### config.mk
export PLATFORM = sky130hd
export DESIGN_NAME = cla_restoring_divider
export DESIGN_NICKNAME = d
export VERILOG_FILES = /design/src/rtl/cla_div_pkg.sv /design/src/rtl/cla_subtractor.sv /design/src/rtl/cla_restoring_divider.sv
export SDC_FILE = /design/constraint.sdc
export NUM_CORES = 1
export LEC_CHECK = 0
export BUFFER_PORTS_ARGS = -buffer_cell sky130_fd_sc_hd__buf_2
export CAP_MARGIN = 25
export CORE_ASPECT_RATIO = 1.75
export CORE_MARGIN = 5
export CORE_UTILIZATION = 55
export CTS_CLUSTER_DIAMETER = 30
export DETAILED_ROUTE_END_ITERATION = 16
export PLACE_DENSITY = 0.78
export SYNTH_ARGS = -nofsm -noshare
export SYNTH_HDL_FRONTEND = slang
export SYNTH_SLANG_ARGS = --single-unit
### constraint.sdc
create_clock -name clk -period 2.12 [get_ports clk]
set_input_delay 0.106 -clock clk [delete_from_list [all_inputs] [get_ports clk]]
set_output_delay 0.106 -clock clk [all_outputs]
set_load 0.05 [all_outputs]
### src/rtl/cla_div_pkg.sv
// Shared constants and types for the CLA restoring divider.
package cla_div_pkg;

  // Default operand width of the arithmetic lab datapath
  localparam int DEF_WIDTH = 5;

  // Divider sequencing states
  typedef enum logic [1:0] {
    IDLE = 2'd0,
    RUN  = 2'd1,
    DONE = 2'd2
  } div_state_e;

  // Step counter must hold 0..w
  function automatic int cnt_width(input int w);
    return $clog2(w + 1);
  endfunction

  localparam int CNT_W = cnt_width(DEF_WIDTH);

endpackage

### src/rtl/cla_subtractor.sv
// Carry-look-ahead subtractor: diff = a + ~b + 1, cout = 1 means no borrow.
module cla_subtractor #(
  parameter int W = 6
) (
  input  logic [W-1:0] a,
  input  logic [W-1:0] b,
  output logic [W-1:0] diff,
  output logic         cout
);

  logic [W-1:0] g;
  logic [W-1:0] p;
  logic [W:0]   carry;

  assign g        = a & ~b;
  assign p        = a ^ ~b;
  assign carry[0] = 1'b1;

  genvar gi;
  generate
    for (gi = 0; gi < W; gi++) begin : g_carry
      logic c_bit;

      // Flattened look-ahead term: carry into bit gi+1 from generates and the +1 carry-in
      always_comb begin
        logic prop;
        prop  = 1'b0;
        c_bit = 1'b1;
        for (int j = 0; j <= gi; j++) c_bit = c_bit & p[j];
        for (int j = 0; j <= gi; j++) begin
          prop = g[j];
          for (int k = j + 1; k <= gi; k++) prop = prop & p[k];
          c_bit = c_bit | prop;
        end
      end

      assign carry[gi+1] = c_bit;
      assign diff[gi]    = p[gi] ^ carry[gi];
    end
  endgenerate

  assign cout = carry[W];

endmodule

### src/rtl/cla_restoring_divider.sv
// Sequential unsigned restoring divider, one quotient bit per clock,
// trial subtraction done by a (WIDTH+1)-bit carry-look-ahead subtractor.
module cla_restoring_divider
  import cla_div_pkg::*;
#(
  parameter int WIDTH = DEF_WIDTH
) (
  input  logic             clk,
  input  logic             rst,
  input  logic             start,
  input  logic [WIDTH-1:0] dividend,
  input  logic [WIDTH-1:0] divisor,
  output logic             busy,
  output logic             done,
  output logic [WIDTH-1:0] quotient,
  output logic [WIDTH-1:0] remainder,
  output logic             div_by_zero
);

  localparam int STEP_W = cnt_width(WIDTH);

  localparam logic [1:0] ST_IDLE = IDLE;
  localparam logic [1:0] ST_RUN  = RUN;
  localparam logic [1:0] ST_DONE = DONE;

  logic [1:0]        state_reg, state_next;
  logic [STEP_W-1:0] cnt_reg, cnt_next;
  logic [WIDTH:0]    r_reg, r_next;
  logic [WIDTH-1:0]  q_reg, q_next;
  logic [WIDTH-1:0]  d_reg, d_next;
  logic [WIDTH-1:0]  quot_reg, quot_next;
  logic [WIDTH-1:0]  rem_reg, rem_next;
  logic              dbz_reg, dbz_next;

  logic [WIDTH:0]    shifted;
  logic [WIDTH:0]    trial;
  logic [WIDTH:0]    step_r;
  logic              no_borrow;

  // Partial remainder is always below the divisor, so the shift never loses a bit
  assign shifted = (r_reg << 1) | (WIDTH + 1)'(q_reg[WIDTH-1]);

  cla_subtractor #(.W(WIDTH + 1)) u_sub (
    .a    (shifted),
    .b    ({1'b0, d_reg}),
    .diff (trial),
    .cout (no_borrow)
  );

  assign step_r = no_borrow ? trial : shifted;

  // Next-state, datapath step and result capture
  always_comb begin
    state_next = state_reg;
    cnt_next   = cnt_reg;
    r_next     = r_reg;
    q_next     = q_reg;
    d_next     = d_reg;
    quot_next  = quot_reg;
    rem_next   = rem_reg;
    dbz_next   = dbz_reg;
    case (state_reg)
      ST_IDLE: begin
        if (start) begin
          q_next   = dividend;
          d_next   = divisor;
          r_next   = '0;
          cnt_next = '0;
          if (divisor == '0) begin
            state_next = ST_DONE;
            quot_next  = '1;
            rem_next   = dividend;
            dbz_next   = 1'b1;
          end else begin
            state_next = ST_RUN;
          end
        end
      end
      ST_RUN: begin
        r_next   = step_r;
        q_next   = {q_reg[WIDTH-2:0], no_borrow};
        cnt_next = cnt_reg + 1'b1;
        if (cnt_reg == STEP_W'(WIDTH - 1)) begin
          state_next = ST_DONE;
          quot_next  = {q_reg[WIDTH-2:0], no_borrow};
          rem_next   = step_r[WIDTH-1:0];
          dbz_next   = 1'b0;
        end
      end
      ST_DONE: state_next = ST_IDLE;
      default: state_next = ST_IDLE;
    endcase
  end

  // State and result registers with synchronous reset
  always_ff @(posedge clk) begin
    if (rst) begin
      state_reg <= ST_IDLE;
      cnt_reg   <= '0;
      r_reg     <= '0;
      q_reg     <= '0;
      d_reg     <= '0;
      quot_reg  <= '0;
      rem_reg   <= '0;
      dbz_reg   <= 1'b0;
    end else begin
      state_reg <= state_next;
      cnt_reg   <= cnt_next;
      r_reg     <= r_next;
      q_reg     <= q_next;
      d_reg     <= d_next;
      quot_reg  <= quot_next;
      rem_reg   <= rem_next;
      dbz_reg   <= dbz_next;
    end
  end

  assign busy        = (state_reg != ST_IDLE);
  assign done        = (state_reg == ST_DONE);
  assign quotient    = quot_reg;
  assign remainder   = rem_reg;
  assign div_by_zero = dbz_reg;

endmodule

# --- Word-level counts from Yosys, hierarchy flattened ---
# Index checks and enable logic that the tools add are counted.
word_totals:
  ff_bits: 31
  in_bits: 13
  wordCells: 91
classes:
  addsub: 1
  eq_ne: 6
  n_mux: 23
  bitwise: 45
  reduce_logical: 8
op_table:
  columns: ["op", "count"]
  rows:
  - ["$mux 5", 9]
  - ["$pmux 5 s2", 4]
  - ["$and 1x1->1", 20]
  - ["$or 1x1->1", 16]
  - ["$and 6x6->6", 1]
  - ["$mux 2", 3]
  - ["$ne 2x2->1 const B", 3]
  - ["$not 5->6", 1]
  - ["$or 6x1->6", 1]
  - ["$pmux 3 s2", 1]
  - ["$reduce_and 2->1", 3]
  - ["$xor 6x6->6", 1]
  - ["$logic_not 5->1", 1]
  - ["$pmux 2 s2", 1]
  - ["$reduce_and 4->1", 1]
  - ["$reduce_bool 2->1", 2]
  - ["$xor 1x1->1", 4]
  - ["$add 3x1->3 const B", 1]
  - ["$eq 3x3->1 const B", 1]
  - ["$mux 1", 3]
  - ["$mux 3", 1]
  - ["$eq 2x1->1 const B", 1]
  - ["$eq 2x2->1 const B", 1]
  - ["$logic_not 2->1", 1]
  - ["2 further kinds", 2]

# --- Longest topological paths before layout ---
# Gate-level depths: netlist of run 1.
depth:
  word_depth: 16
  ltp_mapped: 7

# --- Cells and area by module ---
# From an unflattened synthesis of run 1, not the netlist that was laid out.
hier_totals:
  cells_unflattened: 205
  hier_area_um2: 1727.9
by_module_without_submodules:
  columns: ["module", "instances", "cells_per_inst", "area_each_um2", "seq_area_each_um2"]
  rows:
  - ["cla_restoring_divider", 1, 169, 1468.9, 620.6]
  - ["cla_subtractor", 1, 36, 259.0, 0.0]

# --- Worst setup path after synthesis of run 1 ---
# Ideal clock, no wire load.
synth_timing:
  path_type: "reg2reg"
  from: "register q_reg[4]"
  to: "register rem_reg[3], in the netlist remainder[3]"
  setup_time_ps: 88
  arrival_time_ps: 1857
  required_time_ps: 2032
  setup_slack_ps: 175
  path_stages_with_launch: 7
  n_path_buf: 0
  path_cell_list: "dfxtp_1 inv_1 ha_1 o211a_1 or2_2 o311a_2 a311oi_2"
synth_via:
  elab_chain_cells: 16
  word_cells_on_any_way: 26
  cone_classes: "mux (3); bitwise (23)"
synth_lines:
  columns: ["item", "line", "text"]
  rows:
  - ["from (decl)", "cla_restoring_divider.sv:29", "logic [WIDTH-1:0] q_reg, q_next;"]
  - ["from (signal assigned)", "cla_restoring_divider.sv:110", "q_reg <= q_next;"]
  - ["$or 6x1->6 (*)", "cla_restoring_divider.sv:41", "assign shifted = (r_reg << 1) | (WIDTH + 1)'(q_reg[WIDTH-1]);"]
  - ["$xor 6x6->6 / $and 6x6->6 (equally long branches)", "cla_subtractor.sv:16, cla_subtractor.sv:15", null]
  - ["$and 1x1->1 (on tied branches)", "cla_subtractor.sv:29, cla_subtractor.sv:32", null]
  - ["$and 1x1->1 (on tied branches)", null, null]
  - ["$and 1x1->1 (on tied branches) (3 in a row)", "cla_subtractor.sv:29, cla_subtractor.sv:32", null]
  - ["$or 1x1->1 (6 in a row)", "cla_subtractor.sv:33", "c_bit = c_bit | prop;"]
  - ["$mux 5 (*)", "cla_restoring_divider.sv:50", "assign step_r = no_borrow ? trial : shifted;"]
  - ["$mux 5 (*)", "cla_restoring_divider.sv:83", "if (cnt_reg == STEP_W'(WIDTH - 1)) begin"]
  - ["$pmux 5 s2 (*)", "cla_restoring_divider.sv:62", "case (state_reg)"]
  - ["to (signal assigned)", "cla_restoring_divider.sv:113", "rem_reg <= rem_next;"]
  - ["to (decl)", "cla_restoring_divider.sv:32", "logic [WIDTH-1:0] rem_reg, rem_next;"]
# Mark *: on every way between the ends. The rest lies on a longest branch, timed or not. The select of a mux whose other input is x is not followed.
# A chain may end at the register's enable or synchronous reset.

# --- Worst setup path in the final report of run 1 ---
# Same ends and word-level chain as after synthesis.

==> impl_metrics.toml, run 1 <==
[run]
max_cap_viol_count = 0

[sta]
finalCritPeriodShare = 0.959
relSlewSlack = 0.614
setup_viol = 0
hold_viol_final = 0
slew_violations = 0
tns_ns = 0
rsz0062_at_grt = "no"
fin_crit_ns = 2.03
clock.fmax_mhz = 492
tightest_slew_ns = 0.579
finalClockSkew_ns = 0.00414

[global_route]
grt_pass1_vias = 1429
grt_use_total = 0.208
grt_antenna_before_repair = 0
grt_pass1_wl_um = 6350
grt-ovfl-total = 0
grt_max_degree = 33

[synth]
mappedNetlistArea_sq_um = 1530
synth-main-ff-cell = "dfxtp_1"
ys_ff_latch = 31
post-synth-top-count-cell = "nor2_1"
yosysSeqAreaShare = 0.407
yosysTopAreaCell = "dfxtp_1"
yosys.area.top_type_share = 0.407
async_reset_ff_frac = 0
yosys-top-cells-area = "dfxtp_1 41%, nor2_1 9.6%, ha_1 6.6%, a21oi_1 6.2%, a211oi_1 4.4%"
synth_common_cells = "39 x nor2_1, 31 x dfxtp_1, 19 x a21oi_1, 13 x nand2_1, 11 x nor3_1"
yosysWarnings = 0
synth_fp_nets = 211
avgSynthCellArea_sq_um = 8.03
synth-edff-count = 0
synth_cell_type_count = 38
syn_inst = 190

[setup_path]
cp_slowest_cell = "o311a_2"
cp_max_fo = 4
worstPathRequired_ns = 2.32
r2r_start = "q_reg[4]"
cpLargestDelayFamily = "compound AO/OA/AOI/OAI gates"
end_kind = "flop"
crit_start = "q_reg[4]"
cp.arrival_ns = 2.23
startpoint_type = "flop"
slowest_delay_ns = 0.40
worst-path-buf-inv = 1
crit_cells = 6
critPathKind = "reg -> reg"
r2r_cells = 6
crit_path_cell_trace = "inv_1 > ha_1 > o211a_1 > or2_4 > o311a_2 > a311oi_2"

[detailed_routing]
first_pass_iters = 4
vias_per_cell = 5.98
postRouteAntennaNets = 0
wl_per_cell_um = 15.9
wirelength_um = 3930
vias = 1482
drt_first_iter_violations = 71
drc = 0

[floorplan]
num_io_pins = 26
die_area_sq_um = 3970
start_util = 0.567
die_h_um = 79.7
die_w_um = 49.8
fp.coreArea_sq_um = 2690
floorplan.rows = 25

[clock_tree]
cts_root_buf = "clkbuf_8"
path_clk_slew_ns = 0.06
htreeDepth = 2
insertion_delay_ns = 0.29
cts_hold_buffers = 0
cts_buffers = 5
cts_tree = "yes"
clock-sinks = 31
clock_path_buffers = 2

[outcome]
outcome = "completed"

[power_and_ir_drop]
power_density_nw_per_um2 = 838
cellLeakagePower_uw = 0.000795
peakVddDrop_v = 0.000706

[placement]
io_buffers = 25
dpl.cell_count = 239
gp_congestion = 0.877
dp_hpwl_um = 2970

[final_layout]
utilization = 0.684
finalNetCount = 241
fin_cells = 248
num_antenna_cells = 0
nFillCells = 236
syn_to_final_growth_pct = 20.6
final_layout_size_suffix_gt1_frac = 0.231

[min_path]
hold_path_class = "in -> reg"
worstHoldStart = "divisor[3]"
hold_path_depth = 3
[tightest hold or removal path: cells and delay by family]
family | cells | cell delay [ns]
AOI/OAI and AO/OA | 1 | 0.05
and+or+nand+nor | 1 | 0.07
buffers and inverters | 1 | 0.09
[layer usage]
metal / GRT usage / wire length (um) / vias to the layer above
met4: 0.142 / 172 / 0
met1: 0.204 / 1410 / 681
met3: 0.0561 / 208 / 17
met5: 0 / 0 / -
li1: - / - / 723
met2: 0.366 / 2140 / 61
[kinds of logic after synthesis]
kind of cell,synth area share
and+or+nand+nor,0.246
adders and majority gates,0.0656
buffers and inverters,0.0484
AOI/OAI and AO/OA,0.221
DFF,0.407
xor gates and xnor gates,0.0115
[layout make-up]
type                    instances  area [sq um]  area share
multi-input cells             140           848       0.461
flip-flops and latches         31           621       0.337
repair buffers                 33           185       0.101
clock buffers                   6          82.6      0.0449
clock inverters                 2          35.0      0.0190
inverters                       9          33.8      0.0184
well taps                      27          33.8      0.0184
[repair_timing]
action	in CTS	in global routing
gates resized for setup	1	2
endpoints found under the setup margin	1	3
pin swaps	0	1
buffers inserted	0	1
[where the power goes]
group	total, uW	internal (uW)	switching [uW]
logic	303	126	177
clock network	604	380	224
registers	634	611	22.7
[final timing paths]
check                                    end  slack, ns
worst max-delay path            remainder[3]       0.09
worst min-delay path                d_reg[3]       0.06
worst max register to register  remainder[3]       0.09
worst min register to register   div_by_zero       0.47
[per-stage QoR]
stage / power, uW / instance area (sq um) / setup WS [ns] / hold WS, ns
after floorplan: 841 / 1530 / 0.175 / 0.208
after global placement: 905 / 1700 / 0.133 / 0.345
after detailed placement: 917 / 1700 / 0.00496 / 0.357
after CTS: 1520 / 1820 / 0.0214 / 0.0614
after global routing: 1610 / 1840 / 0.0128 / 0.0723
final: 1540 / 1840 / 0.0870 / 0.0645
[placed cells by master (no fill, tap or decap), drive strengths merged, types with 3 or more instances in the layout]
master,n
dfxtp,31
nor2,39
nand2,13
buf,33
or2,3
a21oi,19
inv,9
ha,8
a211oi,9
a311oi,4
o21ai,4
nor3,11
clkbuf,6
a22oi,3
Note: power is estimated with default switching activity, not from simulation.
==> run 2, diff against run 1 <==
--- a/config.mk
+++ b/config.mk
@@ -12,7 +12,8 @@
 export CORE_UTILIZATION = 55
 export CTS_CLUSTER_DIAMETER = 30
 export DETAILED_ROUTE_END_ITERATION = 16
-export PLACE_DENSITY = 0.78
+export PLACE_DENSITY = 0.83
+export SETUP_SLACK_MARGIN = 0.3
 export SYNTH_ARGS = -nofsm -noshare
 export SYNTH_HDL_FRONTEND = slang
 export SYNTH_SLANG_ARGS = --single-unit
==> run 2 against run 1 <==
Effect of this change: clock skew about the same; design area up 9.2%; sequential share of layout area down 2.5 points; largest cell class unchanged; highest routed layer unchanged; critical path depth up 1.
==> impl_metrics.toml, run 2 (same netlist as run 1, synthesis figures left out) <==
[global_route]
grt_use_met3 = 0.0729
grt-ovfl-total = 0
grt_antenna_before_repair = 0
use_met1 = 0.247
grt_pass1_wl_um = 7380
gr-usage-met2 = 0.415
grt_use_total = 0.245
grt.busiest_layer = "met2"
grt_max_degree = 33
grt_pass1_vias = 1558

[final_layout]
final_common_cell = "nor2_1"
layout.area.seq_sq_um = 627
multi_input_area_sq_um = 1000
nFillCells = 189
final_cell_mix = "37 x nor2_1, 26 x dfxtp_1, 25 x buf_2"
finalNetCount = 246
syn_to_final_growth_pct = 31.7
utilization = 0.747
fin_cells = 252
final_layout_size_suffix_gt1_frac = 0.356
num_antenna_cells = 0
design_area_sq_um = 2010

[clock_tree]
insertion_delay_ns = 0.28
cts_hold_buffers = 0
cts_buffers = 5
htreeDepth = 2
cts_root_buf = "clkbuf_8"
clock-sinks = 31
path_clk_slew_ns = 0.06
clock_path_buffers = 2
cts_tree = "yes"

[placement]
dp_hpwl_um = 3040
dpl.cell_count = 237
io_buffers = 25
dpl_cell_area_sq_um = 1720
gp_congestion = 0.834
dp_worst_setup_slack_ns = 0.127

[detailed_routing]
postRouteAntennaNets = 0
drt_first_iter_violations = 51
first_pass_iters = 4
wirelength_um = 4530
wl_per_cell_um = 18.0
vias_per_cell = 6.16
drc = 0
vias = 1552

[setup_path]
crit_path_end = "r_reg[0]"
r2r_start = "d_reg[4]"
worstReg2RegEnd = "r_reg[0]"
end_kind = "flop"
cp_max_fo = 6
r2r_slack_ns = 0.26
worstPathRequired_ns = 2.31
crit_start = "d_reg[4]"
startpoint_type = "flop"
critPathKind = "reg -> reg"
cp.arrival_ns = 2.06
r2r_cells = 7

[floorplan]
die_h_um = 79.7
die_area_sq_um = 3970
fp.coreArea_sq_um = 2690
floorplan.rows = 25
start_util = 0.567
num_io_pins = 26
die_w_um = 49.8

[sta]
hold_viol_final = 0
finalClockSkew_ns = 0.00416
tns_ns = 0
slew_violations = 0
rsz0062_at_grt = "yes"
finalCritPeriodShare = 0.879
relSlewSlack = 0.596
setup_slack_ns = 0.257
fin_crit_ns = 1.86
tightest_slew_ns = 0.606
setup_viol = 0
clock.fmax_mhz = 537

[run]
max_cap_viol_count = 0

[power_and_ir_drop]
power_density_nw_per_um2 = 752
cellLeakagePower_uw = 0.000815
peakVddDrop_v = 0.000555

[min_path]
hold_path_depth = 3
hold_path_class = "in -> reg"
worstHoldStart = "divisor[1]"

[outcome]
outcome = "completed"
[run 2: cell count changes in the layout (fill, tap and decap cells not counted), sizes merged]
cell / delta
buf: +5
bufinv: -1
[run 2: worst max-delay path, cell delays in order (launching register included)]
cell      delay (ns)
dfxtp_2         0.32
inv_2           0.05
ha_4            0.32
a211oi_1        0.11
or2b_2          0.36
a21oi_1         0.25
a21oi_1         0.11
a211oi_1        0.25
[run 2: area by class of cell]
cell class / instances / share of cell area
multi-input combinational: 140 / 0.498
sequential: 31 / 0.312
timing repair buffer: 38 / 0.113
clock buffer: 6 / 0.0411
inverter: 9 / 0.0168
tap: 27 / 0.0168
clock inverter: 1 / 0.00249
[run 2: per-stage QoR]
step | power, uW | hold slack, ns
6_report | 1510 | 0.0684
5_1_grt | 1590 | 0.0976
2_1_floorplan | 858 | 0.208
3_3_place_gp | 921 | 0.347
4_1_cts | 1470 | 0.0670
3_5_place_dp | 939 | 0.359
[run 2: how the worst min path moves through the flow]
| stage | to |
|---|---|
| after CTS | d_reg[2] |
| after floorplan | q_reg[0] |
| after global placement | d_reg[2] |
| final | d_reg[1] |
| after global routing | d_reg[2] |
| after detailed placement | d_reg[2] |
[run 2: power breakdown]
group          switching, uW  internal [uW]  leakage [uW]
logic                    222            182      0.000513
registers               27.7            613      0.000255
clock network            211            254     0.0000470
[run 2: per-layer routing]
layer | up-vias | part of all wire | wire length, um
met5 | - | 0 | 0
met4 | 0 | 0.052 | 236
met1 | 724 | 0.37 | 1680
li1 | 738 | - | -
met3 | 20 | 0.055 | 248
met2 | 70 | 0.52 | 2360
[run 2: what timing repair did]
| action | CTS | global route |
|---|---|---|
| pin swaps | 11 | 7 |
| setup endpoints to repair | 10 | 16 |
| buffers inserted | 5 | 3 |
| gates resized for setup | 21 | 10 |
| cloned | 0 | 0 |
